`src/rtl/regfile_wb_arb.sv`:
```
// Write-back arbiter and busy scoreboard for the 16x16 register file.
// Define WB_RR_EN for round-robin arbitration; otherwise fixed priority B over A.
module regfile_wb_arb #(
  parameter int unsigned DW = 16,
  parameter int unsigned AW = 4
) (
  input  logic             clk,
  input  logic             rst,
  input  logic             a_valid,
  input  logic [AW-1:0]    a_sel,
  input  logic [DW-1:0]    a_data,
  output logic             a_ready,
  input  logic             b_valid,
  input  logic [AW-1:0]    b_sel,
  input  logic [DW-1:0]    b_data,
  output logic             b_ready,
  input  logic             rsv_en,
  input  logic [AW-1:0]    rsv_sel,
  output logic             rsv_ok,
  input  logic             flush,
  output logic [2**AW-1:0] busy,
  output logic             wen,
  output logic [AW-1:0]    selRd,
  output logic [DW-1:0]    rd
);

  localparam int unsigned NR = 2 ** AW;

  logic          aGrant;
  logic          bGrant;
  logic          wenQ;
  logic [AW-1:0] selRdQ;
  logic [DW-1:0] rdQ;
  logic [NR-1:0] busyQ;
  logic [NR-1:0] busyD;

`ifdef WB_RR_EN
  // 0 = A granted last, 1 = B; reset to B so A wins the first contest
  logic lastQ;

  always_comb begin
    aGrant = 1'b0;
    bGrant = 1'b0;
    if (!rst) begin
      if (a_valid && b_valid) begin
        aGrant = lastQ;
        bGrant = ~lastQ;
      end else begin
        aGrant = a_valid;
        bGrant = b_valid;
      end
    end
  end

  always_ff @(posedge clk or posedge rst) begin
    if (rst) begin
      lastQ <= 1'b1;
    end else if (aGrant) begin
      lastQ <= 1'b0;
    end else if (bGrant) begin
      lastQ <= 1'b1;
    end
  end
`else
  always_comb begin
    aGrant = 1'b0;
    bGrant = 1'b0;
    if (!rst) begin
      bGrant = b_valid;
      aGrant = a_valid & ~b_valid;
    end
  end
`endif

  always_ff @(posedge clk or posedge rst) begin
    if (rst) begin
      wenQ   <= 1'b0;
      selRdQ <= '0;
      rdQ    <= '0;
    end else begin
      wenQ <= aGrant | bGrant;
      if (aGrant) begin
        selRdQ <= a_sel;
        rdQ    <= a_data;
      end else if (bGrant) begin
        selRdQ <= b_sel;
        rdQ    <= b_data;
      end
    end
  end

  // A register being written this cycle may be reserved again immediately
  assign rsv_ok = rsv_en & (~busyQ[rsv_sel] | (wenQ & (selRdQ == rsv_sel)));

  always_comb begin
    busyD = busyQ;
    if (wenQ) begin
      busyD[selRdQ] = 1'b0;
    end
    if (rsv_ok) begin
      busyD[rsv_sel] = 1'b1;
    end
    if (flush) begin
      busyD = '0;
    end
  end

  always_ff @(posedge clk or posedge rst) begin
    if (rst) begin
      busyQ <= '0;
    end else begin
      busyQ <= busyD;
    end
  end

  assign a_ready = aGrant;
  assign b_ready = bGrant;
  assign busy    = busyQ;
  assign wen     = wenQ;
  assign selRd   = selRdQ;
  assign rd      = rdQ;

endmodule

```
`config.mk`:
```
export PLATFORM = sky130hd
export DESIGN_NAME = regfile_wb_arb
export DESIGN_NICKNAME = d
export VERILOG_FILES = /design/src/rtl/regfile_wb_arb.sv
export SDC_FILE = /design/constraint.sdc
export NUM_CORES = 1
export LEC_CHECK = 0
export CAP_MARGIN = 20
export CORE_ASPECT_RATIO = 2
export CORE_MARGIN = 3
export CORE_UTILIZATION = 38
export CTS_BUF_LIST = sky130_fd_sc_hd__clkbuf_16
export CTS_CLUSTER_DIAMETER = 120
export DETAILED_ROUTE_END_ITERATION = 8
export MAX_ROUTING_LAYER = met4
export PLACE_DENSITY_LB_ADDON = 0.05
export SYNTH_ARGS = -nofsm -noshare
export SYNTH_HDL_FRONTEND = slang
export SYNTH_SLANG_ARGS = --single-unit
```
`constraint.sdc`:
```
create_clock -name clk -period 1.3 [get_ports clk]
set_input_delay 0.195 -clock clk [delete_from_list [all_inputs] [get_ports clk]]
set_output_delay 0.195 -clock clk [all_outputs]
set_load 0.02 [all_outputs]
```
==> flow_summary.yaml <==
clocking:
  htree_levels: 2
  clkTransAtPathRegs_ns: 0.06
  cts_tree: "built"
  hold_buffers: 0
  numCtsBuffers: 5
  cts_max_path_buffers: 2
  cts_sinks: 37
  clkLatencyLatePin_ns: 0.28
  ctsRootBufferMaster: "clkbuf_16"
worst_setup_path:
  r2r_slack_ns: -0.34
  r2r_cells: 6
  required_ns: 1.11
  slowest_delay_ns: 0.50
  end_kind: "output pin"
  worstPathMaxFanout: 2
  crit_family: "multiplexers"
  reg2reg_from: "busy[0]"
  critPathArrivalTime_ns: 1.66
  cp_num_buf_inv: 1
  worstReg2RegEnd: "busy[8]"
  path_cells: "mux2i_1 > mux4_2 > mux2i_2 > a21boi_2 > buf_6"
  critPathSlowestCell: "mux4_2"
  cp-start-kind: "flip-flop"
  critical_path_class: "flip-flop to output pin"
timing:
  min_period_ns: 1.855
  finalHoldViolCount: 0
  timing.final.crit_share: 1.427
  rsz0062_at_grt: "true"
  relSlewSlack: 0.6845
  clock_skew_ns: 0.003012
  slew_violations: 0
  finalSetupViolations: 17
  setup_ws_ns: -0.5548
  holdWs_ns: 0.3493
  tightest_slew_ns: 0.4732
  fmax_ghz: 0.5391
yosys:
  ys_types: 32
  synth.area.top_cells: "dfrtp_1 (44%), a22oi_1 (7.1%), nor2b_1 (5.7%)"
  syn_inst: 212
  yosysSeqAreaShare: 0.4407
  synthesis.area_um2: 2101
  syn_nets: 262
  synth_top_area_share: 0.4407
  synth-seq-cells: 37
  synth_edf_count: 0
  synthFlopType: "dfrtp_1"
  yosys.area.top_type: "dfrtp_1"
  yosys_warnings: 0
  synth_area_per_cell_um2: 9.909
  async_flop_share: 1.000
power:
  internal-power_mw: 2.460
  power.leakage_nw: 1.592
  p_comb_frac: 0.299
  powerDensity_nw_per_um2: 981.2
  p_sw_frac: 0.3024
  p_total_mw: 3.526
  pwr-share-clk: 0.325
  peakVddDrop_mv: 0.9566
  seqPwrFrac: 0.376
  power_switching_mw: 1.066
die:
  io_pins: 90
  die_h_um: 111.2
  dieArea_um2: 6511
  coreArea_um2: 5231
  dieWidth_um: 58.58
  rows: 37
  start_util: 0.4016
place:
  gp_congestion: 0.8681
  dpl.hpwl_mm: 5.596
  io_buffer_count: 89
  place_ws_ns: -1.136
layout:
  drive_gt1_frac: 0.2948
  area_growth_pct: 71.05
  postLayoutCoreUtil: 0.6869
  antenna_cells: 0
  num-nets-final: 395
  fill_cells: 432
  seqCellArea_um2: 930.9
  multi_input_area_um2: 1169
grt:
  grt_use_total: 0.2426
  grt_pass1_wl_mm: 11.71
  grt_max_degree: 38
  antenna_found_initial: 0
  grt_pass1_vias: 2369
  overflow: 0
hold_path:
  hold_class: "primary input to async pin"
detailed_routing:
  drtIter0Drc: 44
  first_pass_iters: 4
  route.detailed.drc: 0
  wl_per_cell_um: 18.23
  ant_nets: 0
  routed-via-count: 2186
  avgViaCountPerCell: 5.411
  routed_wl_mm: 7.364
run_status:
  violations: "negative setup slack"
  status: "finished, violations left"
job:
  cap_violations: 0
[worst register-to-register path: cells and delay by family (launching register included)]
kind / cells / cell delay [ns]
multiplexers: 2 / 0.60
AO/OA/AOI/OAI: 2 / 0.21
flip-flops: 1 / 0.39
buffers and inverters: 2 / 0.30
[state kept, by name (all words and copies together) (netlist names)]
name and cells:
busy 16, rd 16, selRd 4, wen 1
[Yosys cell counts (3+ instances only)]
master / n
o21ai_0: 19
mux2i_1: 9
nor2b_1: 19
dfrtp_1: 37
a22oi_1: 20
nand3b_1: 6
a21oi_1: 16
o311ai_0: 3
nand2_1: 9
clkbuf_1: 13
o41ai_1: 4
nand3_1: 8
xor2_1: 3
o31ai_1: 12
o211ai_1: 9
[layout by cell type (no fill, tap or decap), drive strengths merged, types with 9 or more instances in the layout]
master / synthesis / layout
a21oi: 18 / 18
a22oi: 20 / 20
buf: 4 / 60
clkbuf: 13 / 12
clkdlybuf4s15: 0 / 10
clkdlybuf4s50: 0 / 43
dfrtp: 37 / 37
dlygate4sd2: 0 / 21
mux2i: 9 / 9
nand2: 9 / 9
nor2b: 19 / 19
o211ai: 9 / 9
o21ai: 21 / 21
o31ai: 12 / 12
[through the flow]
stage | area, um^2 | TNS [ns] | std cells
6_report | 3593 | -5.386 | 404
5_1_grt | 3593 | -6.383 | 404
4_1_cts | 3547 | -5.679 | 402
3_5_place_dp | 3373 | -20.43 | 391
3_3_place_gp | 3373 | -19.50 | 391
2_1_floorplan | 2123 | -2.723 | 212
[per-layer routing]
layer / wire length (um) / track usage / share of wire
met1: 2522 / 0.2481 / 0.34
met2: 4370 / 0.4444 / 0.59
met3: 299 / 0.03263 / 0.041
met4: 172 / 0.09531 / 0.023
met5: 0 / - / 0
[power by group through the flow]
stage                     Clock (mW)  Combinational (mW)  Sequential (mW)
after floorplan                    0               0.373             1.48
after global placement             0                1.08             1.34
after detailed placement           0                1.09             1.34
after CTS                       1.17                1.04             1.32
after global routing            1.22                1.14             1.34
final                           1.15                1.05             1.33
[timing repair]
item,CTS,global route
hold endpoints to repair,0,0
cloned,1,0
endpoints found under the setup margin,72,27
setup buffers,2,3
resized for setup,91,25
pin swaps,3,3
[worst max-delay path by stage]
stage	from	endpoint	cells after the start
6_report	busy[0]	rsv_ok	5
5_1_grt	busy[0]	rsv_ok	5
4_1_cts	busy[4]	rsv_ok	5
3_5_place_dp	rsv_sel[1]	rsv_ok	7
3_3_place_gp	rsv_sel[1]	rsv_ok	7
2_1_floorplan	rsv_sel[1]	rsv_ok	6
[final cells by class]
class / instances / share of cell area
Tap cell: 58 / 0.02019
Multi-Input combinational cell: 155 / 0.3252
Timing Repair Buffer: 143 / 0.3531
Inverter: 3 / 0.004178
Sequential cell: 37 / 0.2591
Clock inverter: 3 / 0.003482
Clock buffer: 5 / 0.03482
[cell families after synthesis]
family,after synthesis,share of synthesized area
buffers and inverters,20,0.04824
XOR/XNOR,4,0.01668
flip-flops,37,0.4407
multiplexers,11,0.06432
AND/OR/NAND/NOR,52,0.1471
AO/OA/AOI/OAI,88,0.2829
Note: power is estimated with default switching activity, not from simulation.
==> RTL edit (same flow settings) <==
The option `WB_RR_EN` is turned on by a define.
--- a/src/rtl/regfile_wb_arb.sv
+++ b/src/rtl/regfile_wb_arb.sv
@@ -1,4 +1,6 @@
 // Write-back arbiter and busy scoreboard for the 16x16 register file.
 // Define WB_RR_EN for round-robin arbitration; otherwise fixed priority B over A.
+`define WB_RR_EN
+
 module regfile_wb_arb #(
   parameter int unsigned DW = 16,
Function: changed (Yosys sat finds a counterexample within 4 cycles, from zero or initial values and one cycle with rst high).
==> RTL edit against the original RTL <==
The flow still finishes with violations (negative setup slack). First-iteration DRC count grew 2.3%. Hold slack lost 170 ps. Clock skew grew 3.4 ps. Synthesized area shrank 4.7%. Setup slack lost 140 ps. Cell area grew 3.7%. Power grew 4.5%. Routed wire length shrank 3.3%. Sequential cell count grew 1. Via count shrank 1.9%. Register-to-register slack lost 90 ps. Combinational power grew 9.5%. Cell count is the same. Synthesized cell count shrank 5.2%. Critical path type unchanged. Critical endpoint unchanged. Highest routed layer unchanged.
==> RTL edit: results (changes against the original RTL) <==
Clk sinks -> 38 (+2.7%)
First-pass GRT wire length -> 11000 um (-5.7%)
Pin count of the biggest net entering global routing -> 24 (-37%)
Leak -> 1.83 nW (+15%)
Detailed Place HPWL -> 5220 um (-6.7%)
Post-Route WL -> 7120 um (-3.3%)
Number of non-clock inverters -> 7 (+4)
Avg WL per Cell -> 17.6 um (-3.3%)
Post-synthesis sequential area ratio -> 47.6% (+3.5 points)
Outcome -> finished with violations
Initial drt markers -> 45 (+2.3%)
Non-clock buffers -> 148 (+3.5%)
Top cells by area, synth -> dfrtp_1 (46%), mux2i_1 (12%), nand2_1 (6.0%)
Syn nets -> 251 (-4.2%)
Final worst-path setup slack -> -691 ps (-136 ps)
Final Net Count -> 396 (+0.25%)
Sequential share of cell area -> 25.5% (-0.36 points)
Kind of cell adding the most delay to the critical path -> compound AO/OA/AOI/OAI gates
Slew @ Worst Pin -> 411 ps (-62.1 ps)
Most frequent cells after synthesis -> dfrtp_1 (37), nand2_1 (32), mux2i_1 (24), o21ai_0 (23), o21ai_1 (11)
Dpl cells -> 384 (-1.8%)
Layout Skew -> 6.40 ps (+3.39 ps)
Final setup vio count -> 39 (+22)
Failing checks -> negative setup slack
Proportion of layout cells with a drive suffix above 1 -> 34.9% (+5.4 points)
Filler instances -> 390 (-9.7%)
Worst path max stage delay -> 410 ps (-90 ps)
GPL Wtd Cong -> 0.853 (-1.7%)
Total GRT Usage -> 24.9% (+0.61 points)
Clock network area share -> 3.69% (-0.14 points)
Signal buf overhead -> 37.6% (+2.3 points)
Area post-placement -> 0.00332 mm^2 (-1.5%)
Die X -> 57.3 um (-2.1%)
Multi-input combinational cell count -> 146 (-5.8%)
Switching share of total power -> 30.5% (+0.27 points)
==> RTL edit: tightest hold or removal path, cell delays in order <==
cell and delay [ps]:
dlygate4sd2_1 280, clkinvlp_4 110, buf_4 250
==> RTL edit: stage by stage <==
| step | setup TNS, ps | setup slack, ps |
|---|---|---|
| after global placement | -22660 | -1230 |
| after floorplan | -12830 | -428 |
| after CTS | -6140 | -680 |
| after detailed placement | -23580 | -1240 |
| after global routing | -10090 | -768 |
| final | -8100 | -691 |
==> RTL edit: routing by layer <==
layer  vias up  part of all wire (%)  global-route usage (%)
met4         0                   3.4                    11.6
met2        75                    61                    47.9
met1      1034                    32                    22.6
li1       1021                     -                       -
met5         -                     0                       -
met3        14                   3.8                    4.62
==> RTL edit: path summary, 6_finish.rpt <==
kind	to	slack, ps	cells past startpoint
hold reg to reg	rd[9]$_DFFE_PP0P_	480	2
hold / removal	wen$_DFF_PP0_	180	3
min in group clk	lastQ$_DFFE_PP1P_	350	3
max in group asynchronous	rd[13]$_DFFE_PP0P_	860	3
setup / recovery	rsv_ok	-690	6
setup reg to reg	busy[9]$_DFF_PP0_	-430	8
==> RTL edit: logic make-up after synthesis <==
group | synth area share, %
compound gates | 19.3
xor+xnor | 1.75
flops | 47.6
buf+inv | 3.69
simple gates | 12.9
mux | 14.8
==> RTL edit: power by group through the flow <==
stage,logic [mW],registers [mW],clock network [mW]
after floorplan,0.333,1.50,0
after global placement,1.04,1.37,0
after detailed placement,1.05,1.37,0
after CTS,1.13,1.35,1.19
after global routing,1.24,1.36,1.25
final,1.15,1.35,1.18
==> RTL edit: repair_timing <==
| action | CTS | global route |
|---|---|---|
| endpoints found under the setup margin | 77 | 50 |
| gates cloned | 3 | 0 |
| setup buffers | 8 | 4 |
| pin swaps | 5 | 19 |
| gates resized for setup | 133 | 32 |
| hold buffers | 0 | 0 |
